==> src/rtl/lsu_wb_master.sv <==
// lsu_wb_master: MEM1 load/store unit driving single-beat Wishbone B4 classic cycles; optional bus timeout via LSU_BUS_TIMEOUT_EN
module lsu_wb_master #(
  parameter int TIMEOUT_CYCLES  = 255,
  parameter int RESET_PC_UNUSED = 0
) (
  input  logic        clk_i,
  input  logic        rst_i,
  input  logic        lsu_req_i,
  input  logic [31:0] lsu_addr_i,
  input  logic        lsu_we_i,
  input  logic [3:0]  lsu_wsel_byte_i,
  input  logic [31:0] lsu_wdata_i,
  output logic        lsu_req_stall_o,
  output logic [31:0] lsu_rdata_o,
  output logic        lsu_req_done_o,
  output logic        lsu_err_o,
  output logic        lsu_timeout_o,
  output logic        wb_cyc_o,
  output logic        wb_stb_o,
  output logic        wb_we_o,
  output logic [31:0] wb_adr_o,
  output logic [3:0]  wb_sel_o,
  output logic [31:0] wb_dat_o,
  input  logic [31:0] wb_dat_i,
  input  logic        wb_ack_i,
  input  logic        wb_err_i
);
  typedef enum logic [1:0] {IDLE, BUS, RESP} state_t;
  state_t state, state_n;
  logic [31:0] adr_q, dat_q, rdata_q;
  logic [3:0]  sel_q;
  logic        we_q, err_q, to_q, bus, tmo, term;
  assign bus  = state == BUS;
  assign term = bus & (wb_ack_i | wb_err_i | tmo);
`ifdef LSU_BUS_TIMEOUT_EN
  localparam int CW = $clog2(TIMEOUT_CYCLES + 1);
  logic [CW-1:0] cnt;
  always_ff @(posedge clk_i)
    cnt <= (rst_i || !bus) ? '0 : cnt + 1'b1;
  assign tmo = bus & ~wb_ack_i & ~wb_err_i & (cnt == CW'(TIMEOUT_CYCLES - 1));
`else
  assign tmo = 1'b0;
  if (TIMEOUT_CYCLES < 1) begin : g_timeout_unused
  end
`endif
  if (RESET_PC_UNUSED != 0) begin : g_reserved
  end
  always_ff @(posedge clk_i)
    state <= rst_i ? IDLE : state_n;
  always_comb begin
    state_n = state == IDLE ? (lsu_req_i ? BUS : IDLE) :
              state == BUS  ? (term ? RESP : BUS) : IDLE;
  end
  always_ff @(posedge clk_i) begin
    if (rst_i) begin
      adr_q   <= '0;
      we_q    <= 1'b0;
      sel_q   <= '0;
      dat_q   <= '0;
      rdata_q <= '0;
      err_q   <= 1'b0;
      to_q    <= 1'b0;
    end else begin
      if (state == IDLE && lsu_req_i) begin
        adr_q <= lsu_addr_i & 32'hFFFF_FFFC;
        we_q  <= lsu_we_i;
        sel_q <= lsu_we_i ? lsu_wsel_byte_i : 4'hF;
        dat_q <= lsu_we_i ? lsu_wdata_i : '0;
      end
      // err beats a simultaneous ack; tmo only fires when neither is present
      if (term) begin
        rdata_q <= (wb_ack_i && !wb_err_i && !we_q) ? wb_dat_i : '0;
        err_q   <= wb_err_i | tmo;
        to_q    <= tmo;
      end
    end
  end
  assign lsu_req_stall_o = state != IDLE;
  assign lsu_req_done_o  = state == RESP;
  assign lsu_err_o       = lsu_req_done_o & err_q;
  assign lsu_timeout_o   = lsu_req_done_o & to_q;
  assign lsu_rdata_o     = rdata_q;
  assign wb_cyc_o        = bus;
  assign wb_stb_o        = bus;
  assign wb_we_o         = we_q;
  assign wb_adr_o        = adr_q;
  assign wb_sel_o        = sel_q;
  assign wb_dat_o        = dat_q;
endmodule

==> config.mk <==
export PLATFORM = sky130hd
export DESIGN_NAME = lsu_wb_master
export DESIGN_NICKNAME = d
export VERILOG_FILES = /design/src/rtl/lsu_wb_master.sv
export SDC_FILE = /design/constraint.sdc
export NUM_CORES = 1
export LEC_CHECK = 0
export CELL_PAD_IN_SITES_DETAIL_PLACEMENT = 0
export CELL_PAD_IN_SITES_GLOBAL_PLACEMENT = 2
export CORE_MARGIN = 2
export CORE_UTILIZATION = 20
export DETAILED_ROUTE_END_ITERATION = 6
export PLACE_DENSITY_LB_ADDON = 0.25
export RECOVER_POWER = 100
export SKIP_LAST_GASP = 1
export SYNTH_ARGS = -nofsm -noshare
export SYNTH_HDL_FRONTEND = slang
export SYNTH_SLANG_ARGS = --single-unit
==> constraint.sdc <==
create_clock -name clk_i -period 2 [get_ports clk_i]
set_clock_uncertainty 0.2 [all_clocks]
set_input_delay 0.4 -clock clk_i [delete_from_list [all_inputs] [get_ports clk_i]]
set_output_delay 0.4 -clock clk_i [all_outputs]
set_load 0.02 [all_outputs]
## Word-level counts from Yosys, hierarchy flattened

Cells that the tools add are included.

- Output and inout port bits: 107
- Word-level logic and storage cells: 26
- Register bits after elaboration: 102
- Bits of input ports: 106

- Bitwise gates (word level): 3
- Mux-type cells: 7
- Eq/ne operators: 2
- Reduce and logical (&&, ||, !) cells: 7

Operators by type and width:

| cell | count |
|---|---|
| $mux 32 | 2 |
| $mux 2 | 3 |
| $mux 4 | 1 |
| $logic_and 1x1->1 | 3 |
| $and 1x1->1 | 2 |
| $eq 2x1->1 const B | 1 |
| $eq 2x2->1 const B | 1 |
| $logic_not 1->1 | 2 |
| $logic_not 2->1 | 1 |
| $reduce_bool 2->1 | 1 |
| $mux 1 | 1 |
| $or 1x1->1 | 1 |

## Depth between registers and ports, before layout

Gate-level depths: netlist of run 1.

- Word-level depth: 5
- Gate-level depth with buffers: 6

## Worst setup path before layout of run 1

Ideal clock, no wire load.

- Path kind: reg2out
- Start: reg state[1]
- End: out lsu_err_o
- Stages on the path, launching flop included: 3
- Path slack: 0.367 ns
- Path buffers: 0
- Data arrival time: 1.033 ns
- Cells stage by stage: dfxtp_1 nor2b_1 and2_1

- Longest elaborated chain between the ends: 2

Ends and longest elaborated chain:

| element | RTL line | RTL |
|---|---|---|
| start: declaration | 29 | `state_t state, state_n;` |
| start signal: assignment | 49 | `state <= rst_i ? IDLE : state_n;` |
| $eq 2x2->1 | 79 | `assign lsu_req_done_o = state == RESP;` |
| named net lsu_req_done_o | 15 | `output logic lsu_req_done_o,` |
| $and 1x1->1 | 80 | `assign lsu_err_o = lsu_req_done_o & err_q;` |
| end: declaration | 16 | `output logic lsu_err_o,` |

The timed path passes the listed nets, and every way through them passes these cells.

## Worst setup path in the final report of run 1

- Start: reg sel_q[1] (netlist: wb_sel_o[1])
- End: out wb_sel_o[1]

RTL lines:

| element | RTL line | RTL |
|---|---|---|
| start: declaration | 31 | `logic [3:0] sel_q;` |
| start signal: assignment | 67 | `sel_q <= lsu_we_i ? lsu_wsel_byte_i : 4'hF;` |
| end: declaration | 22 | `output logic [3:0] wb_sel_o,` |

No word-level cell between the ends.

==> results of run 1 <==
==> repair_timing <==
item / CTS / global route
endpoints found under the setup margin: 6 / 2
gates cloned: 0 / 0
endpoints found under the hold margin: 0 / 0
resized for setup: 6 / 4
==> registers in the layout (all words and copies together), names as in the netlist <==
name         count
err_q            1
wb_sel_o         4
lsu_rdata_o     32
wb_we_o          1
wb_dat_o        32
state            2
wb_adr_o        30
==> worst reg2reg max path: cells and delay by family, from the launching register on <==
kind,cells,cell delay [ns]
buffers and inverters,2,0.38
AND/OR/NAND/NOR,3,0.82
flip-flops,1,0.33
==> layout make-up <==
cell class / instances / area share [%]
Clock inverter: 5 / 0.953
Clock buffer: 10 / 3.87
Tap cell: 229 / 4.64
Timing Repair Buffer: 223 / 36.0
Multi-Input combinational cell: 254 / 21.4
Sequential cell: 102 / 33.1
==> Yosys cell counts <==
cell	n
sky130_fd_sc_hd__a21bo_2	1
sky130_fd_sc_hd__a21oi_1	65
sky130_fd_sc_hd__a21oi_2	1
sky130_fd_sc_hd__a22o_1	31
sky130_fd_sc_hd__a32o_1	1
sky130_fd_sc_hd__and2_0	1
sky130_fd_sc_hd__and2_1	1
sky130_fd_sc_hd__buf_2	12
sky130_fd_sc_hd__buf_4	7
sky130_fd_sc_hd__buf_6	7
sky130_fd_sc_hd__clkbuf_1	13
sky130_fd_sc_hd__conb_1	1
sky130_fd_sc_hd__dfxtp_1	102
sky130_fd_sc_hd__nand2_1	96
sky130_fd_sc_hd__nand3_1	32
sky130_fd_sc_hd__nor2_1	7
sky130_fd_sc_hd__nor2b_1	2
sky130_fd_sc_hd__nor3_1	4
sky130_fd_sc_hd__nor3b_2	5
sky130_fd_sc_hd__nor4b_2	1
sky130_fd_sc_hd__or2_1	1
sky130_fd_sc_hd__or2_2	1
sky130_fd_sc_hd__or3b_1	1
==> per-stage QoR <==
step	setup WS (ns)	util (%)	total power, mW	hold slack [ns]	TNS (ns)
floorplan	0.367	-	2.57	0.326	0
global placement	-0.189	33.2	3.04	0.238	-8.27
detailed placement	-0.224	33.2	3.05	0.245	-10.94
CTS	-0.0413	34.8	4.89	0.254	-0.0413
global route	-0.00109	34.6	5.01	0.267	-0.00109
finish	0.0643	34.6	4.77	0.251	0
==> kinds of logic after synthesis <==
| kind of cell | synth area share, % |
|---|---|
| buf+inv | 6.67 |
| simple gates | 19.2 |
| flops | 56.7 |
| other cells | 0.104 |
| compound gates | 17.4 |
==> path summary, 6_finish.rpt <==
| kind | startpoint | end |
|---|---|---|
| setup / recovery | wb_sel_o[1] | wb_sel_o[1] |
| hold / removal | wb_dat_o[3] | wb_dat_o[3] |
| setup reg to reg | state[1] | wb_sel_o[0] |
| hold reg to reg | wb_dat_o[3] | wb_dat_o[3] |
==> routing by layer <==
| metal | up-vias | routed length, um | GRT usage (%) |
|---|---|---|---|
| li1 | 1718 | - | - |
| met1 | 1602 | 5500 | 15.1 |
| met2 | 144 | 5230 | 18.9 |
| met3 | 6 | 1120 | 6.34 |
| met4 | 0 | 96 | 3.06 |
| met5 | - | 0 | 0 |
==> power by group <==
part / switching (mW) / internal (mW) / total [mW]
Sequential: 0.0444 / 2.12 / 2.16
Combinational: 0.388 / 0.421 / 0.810
Clock: 0.791 / 1.00 / 1.79
==> results.md, run 1 <==
- Remaining DRCs: 0
- Final Critical Period: just under 2 ns
- Die area: 0.0191 mm2
- Number of CTS-inserted buffers: 9
- Critical-path top delay cell: sky130_fd_sc_hd__clkdlybuf4s50_1
- Detailed-placement wirelength estimate: approximately 8300 um
- HP Class: register to register
- Clk buf depth: 2
- H-tree levels: 3
- Distinct cells, synth: 23
- Placed Cells: just over 800
- Setup bufs post-CTS: 0
- Height of the chip: roughly 140 um
- Largest net degree at the start of global routing: 54
- Relative slew slack: roughly 58%
- Total track usage: between 10% and 20%
- Critical path class: register to output pin
- Number of detailed-route iterations in the first pass: 4
- Unrepaired setup endpoints after global routing: true
- Total core area: 0.0178 mm2
- YS warnings: 0
- Area contributors post-synth: sky130_fd_sc_hd__dfxtp_1, sky130_fd_sc_hd__nand2_1, sky130_fd_sc_hd__a21oi_1, sky130_fd_sc_hd__a22o_1, sky130_fd_sc_hd__nand3_1
- Die Width: 138 um
- Maximum ir drop on the vdd rail: approximately 400 uV
- RePlAce Congestion: 0.721
- Initial antenna violation count: 0
- Number of cells on the critical path: 1
- Highest attainable clock frequency: 0.517 GHz
- Fraction of layout instances using a drive strength above 1: approximately 6.9%
- Critical path fanouts, max: 2
- Syn avg cell area: between 9 and 10 um2
- Count of inserted antenna diode cells: 0
- Clock insertion delay at the later pin of the skew report: 0.35 ns
- Number of port buffers: just over 200
- Area of all placed cells without fillers: just over 0.006 mm2
- Worst setup SP type: register
- Post-synthesis to final-layout area growth: 71.3%
- Buffer cell driving the clock tree root: sky130_fd_sc_hd__clkbuf_16
- Mapped Area: 0.00360 mm2
- Count of endpoints failing hold in the final timing report: 0
- Max-cap violations: 0
- Arrival time of data at the critical path endpoint: 1.34 ns
- Via count of the first global-routing pass: around 3300
- Static leakage: roughly 2.2 nW
- FF/Latch Area: 0.00204 mm2
- Number of buffer and inverter stages on the critical path: 1
- Instance area at placement: 0.00592 mm2
- Post-synth top area share: 56.7%
- Boundary pin count: about 210
- Crit-path max cell delay: about 0.66 ns
- Aggregate global routing overflow: 0
- Post-Syn Instances: 393
- Initial drt markers: 79
- CTS Hold Buffers Added: 0
- DR vias: between 3000 and 4000
- Sequential share of the synthesized area: between 50 and 60%
- Number of cells in the finished layout apart from fillers: slightly above 800
- WL per Instance: approximately 15 um
- Wire length of the first global-routing pass: ~18000 um
- Cells along the critical path: clkdlybuf4s50_1
- Number of cells on the worst reg-to-reg path: 5
- Number of clock sinks: 102
- Worst EP required: between 1 and 1.5 ns
- CTS tree: yes
- WL final: approximately 12000 um
- CP endpoint kind: output pin
- Family of cells with the greatest summed delay on the critical path: buffers and inverters
- Internal reg-to-reg setup slack: roughly 0.13 ns
- Effective utilization at floorplan: roughly a fifth
- Fill cell total of the finished layout: 1803
- Share of the clock period used by the worst path after layout: slightly below 100%
- Net count of the finished layout: ~700
- Status: completed
- Via-per-instance ratio: about 4.2
- Cell Pwr Density: 772 mW/mm2
- Commonest cells after routing, fill and taps aside: sky130_fd_sc_hd__clkdlybuf4s50_1, sky130_fd_sc_hd__dfxtp_1, sky130_fd_sc_hd__nand2_1
- Endpoints failing setup: 0
- Post-synth top area cell: sky130_fd_sc_hd__dfxtp_1
- Hold Path Stages: 2
- Std cell rows: just under 50
- Multi-input gate area: between 0.001 and 0.0015 mm2
- Number of pins with negative max-slew slack in the final report: 0
- Clock transition time at the flip-flop clock pins of the worst setup and hold paths: 0.07 ns
- Most frequent standard cell in the layout excluding fill and tap cells: sky130_fd_sc_hd__clkdlybuf4s50_1
- Number of routed nets with antenna violations: 0
- Transition time of the tightest slew-check pin: around 0.63 ns
- Post-synthesis sequential element count: 102
Power figures use the tool's default switching activity.
==> run 2: changes to the inputs <==
--- a/config.mk
+++ b/config.mk
@@ -12,6 +12,7 @@
 export DETAILED_ROUTE_END_ITERATION = 6
 export PLACE_DENSITY_LB_ADDON = 0.25
 export RECOVER_POWER = 100
+export SKIP_CTS_REPAIR_TIMING = 1
 export SKIP_LAST_GASP = 1
 export SYNTH_ARGS = -nofsm -noshare
 export SYNTH_HDL_FRONTEND = slang
==> run 2 against run 1 <==
Compared with the run above:
- clock power about the same
- combinational power barely moved
- routed wire length up 0.25%
- critical path type unchanged
- first-iteration DRC count shrank 2.5%
- die area stayed put
- sequential share of layout area hardly changed
- sequential power hardly changed
- fmax about the same
- register-to-register slack is essentially flat
- critical path depth stayed put
- global-route usage is essentially flat
==> results.md, run 2 (same netlist as run 1, synthesis figures left out) <==
- Number of pins with negative max-slew slack in the final report: 0 (unchanged)
- Cell Pwr Density: 773 mW/mm2 (+0.12%)
- Total track usage: 12.2% (-0.015 points)
- Critical path class: register to output pin
- Commonest cells after routing, fill and taps aside: sky130_fd_sc_hd__clkdlybuf4s50_1, sky130_fd_sc_hd__dfxtp_1, sky130_fd_sc_hd__nand2_1
- Final Critical Period: 1.94 ns (-0.000222 ns)
- Share of the clock period used by the worst path after layout: 96.8% (about the same)
- Post-synthesis to final-layout area growth: 71.1% (about the same)
- Family of cells with the greatest summed delay on the critical path: buffers and inverters
- CTS tree: yes
- Wire length on met3: 1120 um (-0.27%)
- Internal reg-to-reg setup slack: 0.13 ns (about the same)
- Via-per-instance ratio: 4.23 (+0.43%)
- Boundary pin count: 213 (unchanged)
- Endpoints failing setup: 0 (unchanged)
- Clk buf depth: 2 (unchanged)
- Hold Path Stages: 2 (unchanged)
- Clock transition time at the flip-flop clock pins of the worst setup and hold paths: 0.07 ns (about the same)
- Count of inserted antenna diode cells: 0 (unchanged)
- Worst reg2reg startpoint: state[1]
- Via count of the first global-routing pass: 3300 (+0.061%)
- Die Width: 138 um (unchanged)
- Critical path fanouts, max: 2 (unchanged)
- Worst setup SP type: register
- Wire length of the first global-routing pass: 18500 um (about the same)
- Status: completed
- Buffer cell driving the clock tree root: sky130_fd_sc_hd__clkbuf_16
- Critical-path top delay cell: sky130_fd_sc_hd__clkdlybuf4s50_1
- Clock insertion delay at the later pin of the skew report: 0.34 ns (about the same)
- Number of CTS-inserted buffers: 9 (unchanged)
- Height of the chip: 138 um (unchanged)
- Met1 layer wirelength in the final routing: 5540 um (+0.73%)
- RePlAce Congestion: 0.721 (unchanged)
- Highest attainable clock frequency: 0.517 GHz (about the same)
- Max-cap violations: 0 (unchanged)
- Initial drt markers: 77 (-2.5%)
- Remaining DRCs: 0 (unchanged)
- Worst hold path endpoint: wb_dat_o[3]
- Unrepaired setup endpoints after global routing: false
- Std cell rows: 49 (unchanged)
- Largest net degree at the start of global routing: 54 (unchanged)
- Number of cells on the worst reg-to-reg path: 5 (unchanged)
- Static leakage: 2.24 nW (-0.37%)
- Aggregate global routing overflow: 0 (unchanged)
- Relative slew slack: 57.9% (about the same)
- Maximum ir drop on the vdd rail: 399 uV (about the same)
- DR vias: 3485 (+0.43%)
- Number of clock sinks: 102 (unchanged)
- HP Class: register to register
- Number of cells on the critical path: 1 (unchanged)
- Count of endpoints failing hold in the final timing report: 0 (unchanged)
- WL per Instance: 14.6 um (+0.25%)
- Critical hold path startpoint: wb_dat_o[3]
- Effective utilization at floorplan: 20.2% (unchanged)
- Number of port buffers: 207 (unchanged)
- WL final: 12000 um (+0.25%)
- Number of routed nets with antenna violations: 0 (unchanged)
- Number of detailed-route iterations in the first pass: 4 (unchanged)
- Setup Slack @ Placement: -0.224 ns (unchanged)
- Highest routed layer: met4
- Worst EP required: 1.40 ns (about the same)
- Net count of the finished layout: 696 (unchanged)
- Crit-path max cell delay: 0.66 ns (about the same)
- Die area: 0.0191 mm2 (unchanged)
- CP endpoint kind: output pin
- Number of buffer and inverter stages on the critical path: 1 (unchanged)
- Final-layout setup total negative slack: 0 ns (unchanged)
- Cells along the critical path: clkdlybuf4s50_1
- H-tree levels: 3 (unchanged)
- Initial antenna violation count: 0 (unchanged)
- Capture point of the worst reg-to-reg path: wb_sel_o[0]
- Transition time of the tightest slew-check pin: 0.632 ns (-0.0000780 ns)
- Arrival time of data at the critical path endpoint: 1.34 ns (about the same)
- Most frequent standard cell in the layout excluding fill and tap cells: sky130_fd_sc_hd__clkdlybuf4s50_1
- Detailed-placement wirelength estimate: 8340 um (unchanged)
- Met2 WL: 5220 um (-0.13%)
- Least setup slack across all paths after layout: 0.0645 ns (+0.000222 ns)
- Fraction of layout instances using a drive strength above 1: 6.40% (-0.51 points)
- Total core area: 0.0178 mm2 (unchanged)
-- run 2: worst max path at each step --
stage | from | to | slack (ns)
final | wb_sel_o[1] | wb_sel_o[1] | 0.06
after global routing | wb_sel_o[0] | wb_sel_o[0] | 0.003
after CTS | state[1] | lsu_err_o | -0.32
after detailed placement | lsu_req_i | wb_sel_o[3] | -0.22
after global placement | lsu_req_i | wb_sel_o[2] | -0.19
after floorplan | state[1] | lsu_err_o | 0.37
-- run 2: final cells by class --
cell class / instances / area [um2]
Multi-Input combinational cell: 254 / 1320
Fill cell: 1810 / 11700
Clock buffer: 10 / 239
Timing Repair Buffer: 223 / 2220
Sequential cell: 102 / 2040
Tap cell: 229 / 287
Clock inverter: 5 / 58.8
-- run 2: stage by stage --
stage	area, um2	total power [mW]	hold WS [ns]	util [%]	instances
detailed placement	5920	3.05	0.245	33.2	808
global route	6160	5.01	0.267	34.6	823
global placement	5920	3.04	0.238	33.2	808
floorplan	3610	2.57	0.326	-	395
finish	6160	4.77	0.251	34.6	823
CTS	6220	4.89	0.254	34.9	823
-- run 2: metal layers --
metal	up-vias	track usage, %
met4	0	3.06
met3	6	6.44
met5	-	0
li1	1718	-
met2	142	18.9
met1	1619	15.0
-- run 2: report_power, final --
| part | total (mW) | internal (mW) | leakage [nW] | switching (mW) |
|---|---|---|---|---|
| combinational | 0.812 | 0.421 | 1.26 | 0.390 |
| clock | 1.79 | 1.00 | 0.141 | 0.791 |
| sequential | 2.16 | 2.12 | 0.832 | 0.0444 |
==> run 3: changes to the inputs <==
--- a/config.mk
+++ b/config.mk
@@ -5,6 +5,7 @@
 export SDC_FILE = /design/constraint.sdc
 export NUM_CORES = 1
 export LEC_CHECK = 0
+export CAP_MARGIN = 20
 export CELL_PAD_IN_SITES_DETAIL_PLACEMENT = 0
 export CELL_PAD_IN_SITES_GLOBAL_PLACEMENT = 2
 export CORE_MARGIN = 2
==> results of run 3 <==
The final DEF is identical to that of run 2; final timing and power are the same.
